## config.mk

```make
export PLATFORM = sky130hd
export DESIGN_NAME = uart_tx
export DESIGN_NICKNAME = d
export VERILOG_FILES = /design/src/rtl/uart_tx.sv
export SDC_FILE = /design/constraint.sdc
export NUM_CORES = 1
export LEC_CHECK = 0
export ABC_CLOCK_PERIOD_IN_PS = 2350
export CELL_PAD_IN_SITES_DETAIL_PLACEMENT = 2
export CELL_PAD_IN_SITES_GLOBAL_PLACEMENT = 2
export CORE_MARGIN = 2
export CORE_UTILIZATION = 41
export CTS_CLUSTER_SIZE = 12
export DETAILED_ROUTE_END_ITERATION = 16
export DONT_BUFFER_PORTS = 1
export PLACE_DENSITY_LB_ADDON = 0.1
export SLEW_MARGIN = 10
export SYNTH_ARGS = -nofsm -noshare
export SYNTH_HDL_FRONTEND = slang
export SYNTH_SLANG_ARGS = --single-unit
```

## constraint.sdc

```tcl
create_clock -name i_Clk -period 2.35 [get_ports i_Clk]
set_input_delay 0.47 -clock i_Clk [delete_from_list [all_inputs] [get_ports i_Clk]]
set_output_delay 0.47 -clock i_Clk [all_outputs]
set_load 0.01 [all_outputs]
```

## src/rtl/uart_tx.sv

```systemverilog
// UART transmitter: 8N1 frames (8E1 when UART_TX_PARITY_EN is defined) with a
// shift register plus a one-byte holding register for back-to-back frames.
module uart_tx #(
    parameter int unsigned p_CLKs_PB = 217
) (
    input  logic       i_Clk,
    input  logic       i_Rst_n,
    input  logic       i_Tx_DV,
    input  logic [7:0] i_Tx_Byte,
    output logic       o_Tx_Ready,
    output logic       o_Tx_Serial,
    output logic       o_Tx_Active,
    output logic       o_Tx_Done
);

    localparam logic [15:0] c_LAST_CNT = 16'(p_CLKs_PB - 1);

`ifdef UART_TX_PARITY_EN
    typedef enum logic [2:0] {
        IDLE      = 3'd0,
        START_BIT = 3'd1,
        DATA      = 3'd2,
        PARITY    = 3'd3,
        STOP_BIT  = 3'd4
    } state_t;

    function automatic logic even_parity(input logic [7:0] data);
        return ^data;
    endfunction
`else
    typedef enum logic [2:0] {
        IDLE      = 3'd0,
        START_BIT = 3'd1,
        DATA      = 3'd2,
        STOP_BIT  = 3'd4
    } state_t;
`endif

    state_t      state_r, state_s;
    logic [15:0] cnt_r, cnt_s;
    logic [2:0]  idx_r, idx_s;
    logic [7:0]  shift_r, shift_s;
    logic [7:0]  hold_r, hold_s;
    logic        hold_full_r, hold_full_s;
    logic        serial_r, serial_s;
    logic        active_r, active_s;
    logic        done_r, done_s;
    logic        ready_r, ready_s;
    logic        accept_s;
    logic        last_s;
    logic        load_s;
`ifdef UART_TX_PARITY_EN
    logic        parity_r, parity_s;
`endif

    // Next-state, datapath and next-output computation
    always_comb begin
        state_s     = state_r;
        cnt_s       = cnt_r;
        idx_s       = idx_r;
        shift_s     = shift_r;
        hold_s      = hold_r;
        hold_full_s = hold_full_r;
`ifdef UART_TX_PARITY_EN
        parity_s    = parity_r;
`endif
        accept_s    = i_Tx_DV & ready_r;
        last_s      = (cnt_r == c_LAST_CNT);
        load_s      = 1'b0;

        case (state_r)
            IDLE: begin
                if (accept_s) begin
                    load_s  = 1'b1;
                    state_s = START_BIT;
                    cnt_s   = 16'd0;
                end else begin
                    cnt_s   = 16'd0;
                end
            end
            START_BIT: begin
                if (last_s) begin
                    state_s = DATA;
                    cnt_s   = 16'd0;
                    idx_s   = 3'd0;
                end else begin
                    cnt_s   = cnt_r + 16'd1;
                end
            end
            DATA: begin
                if (last_s) begin
                    cnt_s   = 16'd0;
                    shift_s = {1'b0, shift_r[7:1]};
                    if (idx_r == 3'd7) begin
`ifdef UART_TX_PARITY_EN
                        state_s = PARITY;
`else
                        state_s = STOP_BIT;
`endif
                    end else begin
                        idx_s = idx_r + 3'd1;
                    end
                end else begin
                    cnt_s = cnt_r + 16'd1;
                end
            end
`ifdef UART_TX_PARITY_EN
            PARITY: begin
                if (last_s) begin
                    state_s = STOP_BIT;
                    cnt_s   = 16'd0;
                end else begin
                    cnt_s   = cnt_r + 16'd1;
                end
            end
`endif
            STOP_BIT: begin
                if (last_s) begin
                    cnt_s = 16'd0;
                    // A pending byte wins; otherwise a same-cycle accept goes straight in
                    if (hold_full_r) begin
                        shift_s     = hold_r;
`ifdef UART_TX_PARITY_EN
                        parity_s    = even_parity(hold_r);
`endif
                        hold_full_s = 1'b0;
                        state_s     = START_BIT;
                    end else if (accept_s) begin
                        load_s      = 1'b1;
                        state_s     = START_BIT;
                    end else begin
                        state_s     = IDLE;
                    end
                end else begin
                    cnt_s = cnt_r + 16'd1;
                end
            end
            default: begin
                state_s = IDLE;
                cnt_s   = 16'd0;
            end
        endcase

        if (load_s) begin
            shift_s  = i_Tx_Byte;
`ifdef UART_TX_PARITY_EN
            parity_s = even_parity(i_Tx_Byte);
`endif
        end else if (accept_s) begin
            hold_s      = i_Tx_Byte;
            hold_full_s = 1'b1;
        end else begin
            hold_s = hold_r;
        end

        ready_s  = ~hold_full_s;
        active_s = (state_s != IDLE);
        done_s   = (state_s == STOP_BIT) && (cnt_s == c_LAST_CNT);
        case (state_s)
            IDLE:      serial_s = 1'b1;
            START_BIT: serial_s = 1'b0;
            DATA:      serial_s = shift_s[0];
`ifdef UART_TX_PARITY_EN
            PARITY:    serial_s = parity_s;
`endif
            STOP_BIT:  serial_s = 1'b1;
            default:   serial_s = 1'b1;
        endcase
    end

    // State, datapath and output registers
    always_ff @(posedge i_Clk or negedge i_Rst_n) begin
        if (!i_Rst_n) begin
            state_r     <= IDLE;
            cnt_r       <= 16'd0;
            idx_r       <= 3'd0;
            shift_r     <= 8'd0;
            hold_r      <= 8'd0;
            hold_full_r <= 1'b0;
            serial_r    <= 1'b1;
            active_r    <= 1'b0;
            done_r      <= 1'b0;
            ready_r     <= 1'b0;
        end else begin
            state_r     <= state_s;
            cnt_r       <= cnt_s;
            idx_r       <= idx_s;
            shift_r     <= shift_s;
            hold_r      <= hold_s;
            hold_full_r <= hold_full_s;
            serial_r    <= serial_s;
            active_r    <= active_s;
            done_r      <= done_s;
            ready_r     <= ready_s;
        end
    end

`ifdef UART_TX_PARITY_EN
    // Parity of the byte currently in the shifter, captured at load time
    always_ff @(posedge i_Clk or negedge i_Rst_n) begin
        if (!i_Rst_n) begin
            parity_r <= 1'b0;
        end else begin
            parity_r <= parity_s;
        end
    end
`endif

    assign o_Tx_Ready  = ready_r;
    assign o_Tx_Serial = serial_r;
    assign o_Tx_Active = active_r;
    assign o_Tx_Done   = done_r;

endmodule

```

## After elaboration in Yosys (flattened, before gate mapping)

Cells that the tools add are included.
W data, S select, Z words.

| word-level totals | value |
|---|---|
| input port bits | 11 |
| word-level logic and storage cells | 68 |
| register bits after elaboration | 43 |
| output and inout port bits | 4 |

| cells by class | value |
|---|---|
| equal/unequal tests | 15 |
| mux-type cells | 28 |
| reduce and logical (&&, ||, !) cells | 9 |
| add/subtract/negate cells | 2 |
| bitwise logic cells | 3 |

Operator list:

| cell | number |
|---|---|
| $eq A16 B8 Y1 const B | 2 |
| $mux W16 | 2 |
| $mux W8 | 4 |
| $mux W3 | 8 |
| $add A16 B1 Y16 const B | 1 |
| $pmux W8 S2 | 1 |
| $pmux W3 S4 | 1 |
| $eq A3 B3 Y1 const B | 3 |
| $mux W1 | 9 |
| $ne A3 B3 Y1 const B | 3 |
| $reduce_and A4 Y1 | 2 |
| $eq A3 B1 Y1 const B | 2 |
| $eq A3 B2 Y1 const B | 2 |
| $ne A2 B2 Y1 const B | 3 |
| $pmux W3 S2 | 1 |
| $reduce_bool A3 Y1 | 2 |
| $pmux W1 S2 | 2 |
| $add A3 B1 Y3 const B | 1 |
| $logic_not A3 Y1 | 1 |
| $reduce_or A3 Y1 | 1 |
| $not A1 Y1 | 2 |
| $reduce_and A2 Y1 | 1 |
| $reduce_bool A2 Y1 | 1 |
| $and A1 B1 Y1 | 1 |
| $logic_and A1 B1 Y1 | 1 |

## Depth between registers and ports, before layout

Gate-level depths: netlist of run 1.

| depth | value |
|---|---|
| word-level depth | 7 |
| gate-level depth with buffers | 9 |
| depth with buffers taken out | 7 |

## Least setup slack after synthesis of run 1

No wires, ideal clock.

| path | value |
|---|---|
| path kind | register to register |
| start | register cnt_r[0] |
| end | register done_r, in the netlist o_Tx_Done |
| setup slack | 0.460 ns |
| library setup time | 0.120 ns |
| arrival | 1.769 ns |
| data required time | 2.230 ns |
| path buffers | 2 |
| stages on the path, launching flop included | 10 |
| period minus slack after synthesis | 1.890 ns |
| path through | dfrtp_1 > inv_1 > ha_1 > nor4b_4 > and4_1 > buf_6 > a21o_1 > buf_2 > a311o_1 > and4_1 |

| on the way | value |
|---|---|
| cells in the longest elaborated chain, start to end | 5 |
| elaborated cells on any way between the ends | 11 |
| those cells by class | add/sub (1); eq/ne (3); mux (6); reduce/logical (1) |

Ends and longest elaborated chain:

| what | RTL line | RTL |
|---|---|---|
| start, declared | 40 | `logic [15:0] cnt_r, cnt_s;` |
| start signal, assigned | 186 | `cnt_r <= cnt_s;` |
| $add A16 B1 Y16 or $eq A16 B8 Y1 (tied branches) | n/a |  |
| $mux W16 (tied with other cells) | 82, 91, 118 |  |
| $mux W16 or $pmux W3 S4 (tied branches) | n/a |  |
| $eq A16 B8 Y1 or $eq A3 B3 Y1 (tied branches) | 158 | `done_s = (state_s == STOP_BIT) && (cnt_s == c_LAST_CNT);` |
| $logic_and A1 B1 Y1 * | 158 |  |
| named net done_s | 47 | `logic done_r, done_s;` |
| end signal, assigned | 193 | `done_r <= done_s;` |
| end, declared | 47 |  |

Mark *: on every way through the listed nets, which the timed path passes. The rest lies on a longest branch.
A chain may end at the register's enable or synchronous reset.

## Final worst setup path of run 1

| path | value |
|---|---|
| start | register cnt_r[0] |
| end | register hold_r[2] |

| on the way | value |
|---|---|
| cells in the longest elaborated chain, start to end | 5 |

Ends and longest elaborated chain:

| what | RTL line | RTL |
|---|---|---|
| $eq A16 B8 Y1 | 68 | `last_s = (cnt_r == c_LAST_CNT);` |
| $mux W1 | 118 | `if (last_s) begin` |
| $pmux W1 S2 | 71 | `case (state_r)` |
| $not A1 Y1 (no source line) | n/a |  |
| $reduce_and A2 Y1 (no source line) | n/a |  |
| end signal, assigned | 189 | `hold_r <= hold_s;` |
| end, declared | 43 | `logic [7:0] hold_r, hold_s;` |

Every way passes these cells.

==> results of run 1 <==
## critical path: cells and delay by family (launching register included)
family,cells,cell delay [ns]
buffers and inverters,1,0.08
flip-flops,1,0.47
AND/OR/NAND/NOR,2,0.30
multiplexers,1,0.41
AO/OA/AOI/OAI,2,0.62
adder cells (fa/ha/maj),1,0.20
## path summary, 6_finish.rpt
kind | start | end | slack [ns]
min reg2reg | hold_r[7] | hold_r[7] | 0.51
min in group i_Clk | i_Tx_Byte[0] | shift_r[0] | 0.29
max reg2reg | cnt_r[0] | hold_r[2] | 0.14
max in group asynchronous | i_Rst_n | o_Tx_Serial | 2.10
min | i_Rst_n | cnt_r[1] | -0.01
max | cnt_r[0] | hold_r[2] | 0.14
## power by group
part	switching (W)	internal [W]
Sequential	0.000225	0.000910
Combinational	0.000224	0.000247
Clock	0.000267	0.000208
## per-layer routing
metal	global-route usage, %	vias to the layer above
met1	29.28	962
met2	38.98	23
met3	4.977	8
met4	5.862	0
met5	0	-
li1	-	853
## cell usage after synthesis (all sizes together) (4+ instances only)
cell type / n / area (um^2)
dfrtp: 42 / 1051
nor2: 32 / 120.1
nand2: 16 / 60.06
buf: 10 / 62.56
o21ai: 10 / 53.80
xnor2: 9 / 78.83
mux2: 8 / 90.09
a21oi: 7 / 38.79
a221o: 7 / 70.07
a22oi: 7 / 52.55
and3: 6 / 37.54
and4: 6 / 52.55
inv: 6 / 22.52
nand3: 6 / 30.03
nand4: 6 / 37.54
nor3: 6 / 30.03
clkbuf: 5 / 20.01
xor2: 5 / 43.79
ha: 4 / 50.05
mux2i: 4 / 40.04
## repair_timing
item / in CTS / in global routing
setup buffers: 0 / 3
hold endpoints to repair: 43 / 0
hold buffers: 1 / 0
endpoints found under the setup margin: 0 / 17
resized for setup: 0 / 3
## through the flow
step	TNS (ns)	hold WS (ns)	utilization, %
after global placement	0	0.1757	44.10
after detailed placement	0	0.1755	44.10
final	0	-0.01492	46.65
after CTS	0	0.006705	46.15
after floorplan	0	0.1744	-
after global routing	-0.01505	0.002436	46.65
## kinds of logic (layout without fill, tap and decap cells)
group	after synthesis	in the layout	synth area share, %
flip-flops	43	43	46.22
AND/OR/NAND/NOR	93	93	21.53
XOR/XNOR	14	14	5.260
buffers and inverters	21	30	4.508
adder cells (fa/ha/maj)	4	4	2.147
AO/OA/AOI/OAI	46	46	14.76
multiplexers	12	12	5.583
## registers in the layout (all words and copies together) (netlist names)
signal,cells
o_Tx_Done,1
o_Tx_Serial,1
shift_r,8
hold_full_r,1
o_Tx_Active,1
cnt_r,16
hold_r,8
state_r,3
idx_r,3
o_Tx_Ready,1
## layout make-up
cell class              instances  area, um^2
clock buffers                   6       72.57
clock inverters                 2       12.51
fillers                       591        2938
inverters                       6       22.52
multi-input cells             169        1154
flip-flops and latches         43        1077
well taps                      72       90.09
repair buffers                 16       140.1
==> reports/qor.txt, run 1 <==
Status = finished with violations
Failing checks = hold timing
Final clock skew = 0.006304 ns
Global-route wire length before repair = 10970 um
Endpoints failing setup = 0
Crit path time final = 2.211 ns
Via density = 5.879
Final worst path period share = 94.09%
First-iteration detailed-routing DRC count = 64
Most common cell after layout, fill and taps aside = dfrtp_1
CP Capture Type = register
Critical path arrival = 2.40 ns
Syn. warnings = 0
Setup WS pre-CTS = 0.07039 ns
Max stage delay on crit path = 0.51 ns
Worst vdd ir = 0.4120 mV
N_diodes = 0
First-pass DRT Iterations = 4
Synth-to-layout area growth = 10.20%
Slowest cell on the critical path = a21oi_2
Crit-path cells = inv_1 -> ha_1 -> nor4b_4 -> nand4_1 -> o21ai_2 -> a21oi_2 -> mux2_2
Total track usage = 22.78%
# clock sinks = 43
Root Driver = clkbuf_8
Max_cap viols = 0
Commonest cells after routing, fill and taps aside = dfrtp_1 (42), nor2_1 (32), nand2_1 (16)
Post-layout nets = 256
Drt wl/cell = 20.45 um
Met2 wire len = 3283 um
Die Y = 79.40 um
Top FF cell, synth = dfrtp_1
Min Hold Slack = -0.01492 ns
Post-Synthesis Cell Area = 2331 um^2
Post-synth ARST share = 100.0%
Min-Delay Path Class = in -> async
Total core area = 5507 um^2
Met1 Wirelength = 2866 um
CTS Buf Count = 5
Slew @ Worst Pin = 0.6854 ns
WS Path Type = reg -> reg
Final WS setup = 0.1389 ns
Clk_lat worst skew = 0.31 ns
Vias in the first global route = 2111
Routed WL = 6420 um
# DRC = 0
CTS tree = yes
Gpl congestion = 0.9142
FF+latch count, synth = 43
Layout Cells excl Fill = 314
Largest net degree at the start of global routing = 44
Max-slew headroom = 54.30%
Hpwl dp = 4593 um
DP Cell Count = 302
Worst EP required = 2.54 ns
Post-place instance area = 2429 um^2
Fin. Hold Viols = 10
Worst reg2reg path depth = 7
Fmax = 0.4523 GHz
Ports = 15
PD cells = 810.4 nW/um^2
Worst-path clk slew = 0.08 ns
Post-synth EDFFs = 0
Layout cell share with drive strength beyond 1 = 17.36%
Total grt overflow = 0
Setup crit start kind = register
Die ar. = 6304 um^2
Syn_area_per_cell = 10.00 um^2
Top Metal Used = met4
Net Count, Synth = 248
Leakage power = 1.088 nW
Critical Path Fanout Max = 10
Final instance area = 2569 um^2
Cell variety after synth = 44
H-tree Lvls = 2
Clock tree buffer depth = 2
Initial antenna violation count = 0
Cells after Synth = 233
FP Rows = 27
Overall Power = 0.002082 W
Routed Antenna Nets = 0
Die extent in x = 79.40 um
Pins Over Slew Limit = 0
# port buffers = 0
Met3 WL = 199 um
Via count = 1846
Starting Density = 42.33%
Sequential fraction of the synthesis area = 46.22%
Note: power is estimated with default switching activity, not from simulation.
==> run 2, diff against run 1 <==
ABC_CLOCK_PERIOD_IN_PS = 1820   (was 2350)
CORE_UTILIZATION = 37   (was 41)
SLEW_MARGIN = 5   (was 10)
clock period = 1.82 ns   (was 2.35 ns; I/O delays follow)
==> reports/qor.txt, run 2 (same netlist as run 1, synthesis figures left out) <==
Gpl congestion = 0.8430
Gate power share = 39.8%
N_diodes = 0
Max-slew headroom = 59.53%
First-iteration detailed-routing DRC count = 96
Initial antenna violation count = 0
R2R Path End = shift_r[2]
Fin. Hold Viols = 0
Min-Delay Path Class = in -> reg
Via count = 2168
WP buf/inv = 3
Fmax = 0.4440 GHz
Drt wl/cell = 27.99 um
Routed WL = 10130 um
Unrepaired setup endpoints after global routing = yes
Crit path max-delay family = buffers and inverters
Fin Setup TNS = -10.62 ns
Max stage delay on crit path = 0.43 ns
Reg-to-Reg Start = cnt_r[1]
FP Rows = 28
Net switching power figure = 0.001364 W
Failing checks = setup timing
Status = finished with violations
Worst EP required = 2.02 ns
Total core area = 5991 um^2
CP Capture Type = register
Largest net degree at the start of global routing = 44
Critical Path Fanout Max = 7
Die ar. = 6951 um^2
Routed Antenna Nets = 0
Root Driver = clkbuf_8
Crit-path cells = inv_2 -> ha_4 -> nor4b_4 -> nand4_1 -> buf_4 -> mux2i_1 -> a32oi_1 -> buf_4 -> a221o_1
Die Y = 83.37 um
CTS Buf Count = 5
Vias in the first global route = 2440
Top Registers = cnt_r x16, hold_r x8, shift_r x8
Crit path time final = 2.252 ns
DP Cell Count = 339
Worst-path clk slew = 0.10 ns
Setup crit start kind = register
# clock sinks = 43
Post-layout nets = 301
Max_cap viols = 0
Die extent in x = 83.37 um
Hold Path End = shift_r[3]
Hold path depth = 1
Starting Density = 38.91%
Hpwl dp = 5332 um
Layout cell share with drive strength beyond 1 = 43.90%
Leakage power = 1.373 nW
Min-delay src = i_Tx_Byte[3]
Most common cell after layout, fill and taps aside = buf_4
H-tree Lvls = 2
Final WS setup = -0.4320 ns
Total grt overflow = 0
# DRC = 0
Fillers = 594
Global-route wire length before repair = 13460 um
Reg power frac = 37.9%
Final clock skew = 0.008390 ns
Via density = 5.989
Largest Register = cnt_r
Endpoints failing setup = 43
WS Path Type = reg -> reg
Clock power share = 22.3%
Critical path arrival = 2.46 ns
Slowest cell on the critical path = dfrtp_1
Worst vdd ir = 0.6306 mV
Number of flip-flops in the largest register = 16
Worst reg2reg path depth = 9
Ports = 15
Pins Over Slew Limit = 0
# port buffers = 0
R2r setup slk = -0.43 ns
Sw Ratio = 37.46%
Clock tree buffer depth = 2
Int Power = 0.002277 W
Cell mode on critical path = buf_4
Final worst path period share = 123.7%
Commonest cells after routing, fill and taps aside = buf_4 (44), dfrtp_1 (42), nor2_1 (19)
PD cells = 1096 nW/um^2
Clk_lat worst skew = 0.32 ns
Total track usage = 24.88%
Slew @ Worst Pin = 0.6070 ns
First-pass DRT Iterations = 4
Layout Cells excl Fill = 362
CTS tree = yes
Synth-to-layout area growth = 42.51%
## run 2: power groups by stage
stage | Clock [W] | Combinational (W) | Sequential, W
2_1_floorplan | 0 | 0.000595 | 0.00130
3_3_place_gp | 0 | 0.000840 | 0.00133
3_5_place_dp | 0 | 0.000919 | 0.00136
4_1_cts | 0.000787 | 0.00110 | 0.00135
5_1_grt | 0.000865 | 0.00151 | 0.00140
6_report | 0.000812 | 0.00145 | 0.00138
## run 2: timing repair
item / in CTS / in global routing
hold endpoints to repair: 43 / 0
pin swaps: 13 / 26
gates resized for setup: 22 / 67
hold buffers: 2 / 0
setup endpoints to repair: 43 / 41
gates cloned: 1 / 0
buffers inserted: 4 / 12
## run 2: worst register-to-register path, stage by stage (launching register included)
cell,delay (ns)
dfrtp_1,0.43
inv_2,0.11
ha_4,0.15
nor4b_4,0.27
nand4_1,0.21
buf_4,0.20
mux2i_1,0.16
a32oi_1,0.08
buf_4,0.20
a221o_1,0.33
## run 2: area by class of cell
cell class / instances / area, um^2 / share of cell area [%]
multi-input cells: 170 / 1465 / 44.11
flip-flops and latches: 43 / 1077 / 32.43
repair buffers: 60 / 550.5 / 16.57
well taps: 75 / 93.84 / 2.825
clock buffers: 5 / 68.82 / 2.072
clock inverters: 3 / 43.79 / 1.318
inverters: 6 / 22.52 / 0.6780
## run 2: routing by layer
metal	track usage, %	wire length (um)	share of wire (%)
met1	30.88	4030	40
met2	43.55	5517	54
met3	4.374	360	3.6
met4	8.346	224	2.2
met5	0	0	0
## run 2: through the flow
step	util, %	area, um^2	setup slack, ns	hold slack (ns)	power, W
after floorplan	-	2340	-0.01508	0.06841	0.001892
after global placement	44.90	2690	-0.1981	0.06991	0.002168
after detailed placement	44.90	2690	-0.3805	0.07009	0.002284
after CTS	49.69	2977	-0.2369	0.1966	0.003236
after global routing	55.45	3322	-0.5216	0.1723	0.003772
final	55.45	3322	-0.4320	0.1813	0.003641
## run 2: how the worst max path moves through the flow
stage	startpoint	end	slack (ns)	depth (start not counted)
2_1_floorplan	cnt_r[0]	o_Tx_Done	-0.02	9
3_3_place_gp	cnt_r[8]	o_Tx_Active	-0.20	7
3_5_place_dp	cnt_r[0]	o_Tx_Done	-0.38	7
4_1_cts	cnt_r[15]	shift_r[0]	-0.24	7
5_1_grt	cnt_r[1]	shift_r[0]	-0.52	9
6_report	cnt_r[1]	shift_r[2]	-0.43	9
==> run 3, diff against run 2 <==
--- a/constraint.sdc
+++ b/constraint.sdc
@@ -3,2 +3,2 @@
 set_output_delay 0.364 -clock i_Clk [all_outputs]
-set_load 0.01 [all_outputs]
+set_load 0.1 [all_outputs]
==> reports/qor.txt, run 3 (same netlist as run 1, synthesis figures left out) <==
Fin Setup TNS = -4.707 ns
Worst reg2reg path depth = 9
WS Path Type = reg -> reg
Setup crit start kind = register
Post-place instance area = 2714 um^2
Die extent in x = 83.37 um
N_diodes = 0
Fmax = 0.4835 GHz
CTS Buf Count = 5
Clock power share = 20.5%
# DRC = 0
Layout cell share with drive strength beyond 1 = 41.46%
Final clock skew = 0.01414 ns
Final WS setup = -0.2482 ns
Global-route wire length before repair = 12590 um
Pins Over Slew Limit = 0
Ports = 15
Largest net degree at the start of global routing = 44
Die Y = 83.37 um
Die ar. = 6951 um^2
# port buffers = 0
Routed Antenna Nets = 0
Initial antenna violation count = 0
Reg power frac = 41.6%
CP Capture Type = register
Status = finished with violations
Fin. Hold Viols = 0
Routed WL = 8608 um
Clock tree buffer depth = 2
Final worst path period share = 113.6%
Hold path depth = 1
Net switching power figure = 0.001236 W
Slew @ Worst Pin = 0.5403 ns
Starting Density = 38.91%
Max_cap viols = 0
PD cells = 1038 nW/um^2
FP Rows = 28
# clock sinks = 43
Vias in the first global route = 2346
Gate power share = 37.9%
Number of flip-flops in the largest register = 16
Critical path arrival = 2.27 ns
Critical Path Fanout Max = 5
Min-delay src = i_Tx_Byte[4]
Hpwl dp = 5060 um
First-pass DRT Iterations = 4
Drt wl/cell = 23.78 um
Sw Ratio = 37.67%
Overall Power = 0.003280 W
Gpl congestion = 0.8446
First-iteration detailed-routing DRC count = 79
Via count = 2100
Min Hold Slack = 0.1974 ns
Top Registers = cnt_r x16, hold_r x8, shift_r x8
Unrepaired setup endpoints after global routing = yes
Worst-path clk slew = 0.09 ns
Root Driver = clkbuf_8
Most common cell after layout, fill and taps aside = buf_4
Via density = 5.801
R2R Path End = hold_r[1]
Hold Path End = shift_r[4]
R2r setup slk = -0.25 ns
Final instance area = 3161 um^2
Reg-to-Reg Start = cnt_r[1]
Failing checks = setup timing
Leakage power = 1.333 nW
Commonest cells after routing, fill and taps aside = buf_4 (49), dfrtp_1 (40), nor2_1 (27)
Worst EP required = 2.02 ns
Crit path time final = 2.068 ns
Final core utilization = 52.76%
Int Power = 0.002045 W
Synth-to-layout area growth = 35.59%
Min-Delay Path Class = in -> reg
Worst vdd ir = 0.5123 mV
Post-layout nets = 301
Total track usage = 22.95%
Total grt overflow = 0
Fillers = 600
Total core area = 5991 um^2
Clk_lat worst skew = 0.32 ns
CTS tree = yes
H-tree Lvls = 2
Endpoints failing setup = 28
Max-slew headroom = 63.85%
Largest Register = cnt_r
[run 3: power groups by stage]
stage                     registers, W  clock network (W)  logic (W)
final                          0.00137           0.000671    0.00124
after global placement         0.00133                  0   0.000888
after floorplan                0.00133                  0   0.000595
after CTS                      0.00135           0.000687    0.00110
after global routing           0.00139           0.000717    0.00133
after detailed placement       0.00135                  0   0.000953
[run 3: routing by layer]
metal | routed length [um] | share of wire (%) | GRT usage [%] | vias up
met2 | 4387 | 51 | 39.37 | 47
met5 | 0 | 0 | 0 | -
met4 | 172 | 2.0 | 7.154 | 0
li1 | - | - | - | 945
met1 | 3754 | 44 | 29.58 | 1096
met3 | 295 | 3.4 | 3.777 | 12
[run 3: worst max-delay path by stage]
stage          cells past startpoint      start     endpoint
3_3_place_gp                       7   cnt_r[8]  o_Tx_Active
3_5_place_dp                       7   cnt_r[8]   shift_r[0]
4_1_cts                            7   cnt_r[8]   shift_r[2]
5_1_grt                            7  cnt_r[15]   shift_r[0]
6_report                           9   cnt_r[1]    hold_r[1]
2_1_floorplan                      9   cnt_r[0]    o_Tx_Done
[run 3: critical path, stage by stage, from the launching register on]
cell     delay, ns
dfrtp_1       0.41
inv_2         0.07
ha_4          0.15
nor4b_4       0.12
nand4_1       0.22
o21ai_2       0.09
buf_4         0.16
buf_6         0.12
a21oi_4       0.24
mux2_2        0.37
[run 3: per-stage QoR]
step,instances,setup slack [ns]
global route,362,-0.4040
detailed placement,342,-0.3527
global placement,342,-0.1623
CTS,355,-0.2498
floorplan,233,-0.01508
finish,362,-0.2482
[run 3: area by class of cell]
type | instances | area, um^2 | area share (%)
Tap cell | 75 | 93.84 | 2.969
Timing Repair Buffer | 60 | 510.5 | 16.15
Clock inverter | 3 | 23.77 | 0.7522
Multi-Input combinational cell | 170 | 1361 | 43.07
Clock buffer | 5 | 68.82 | 2.177
Sequential cell | 43 | 1080 | 34.16
Inverter | 6 | 22.52 | 0.7126
[run 3: timing repair]
item / CTS / global route
hold endpoints to repair: 43 / 0
pin swaps: 8 / 19
setup endpoints to repair: 42 / 32
gates resized for setup: 19 / 39
buffers inserted: 3 / 7
cloned: 1 / 0
hold buffers: 2 / 0
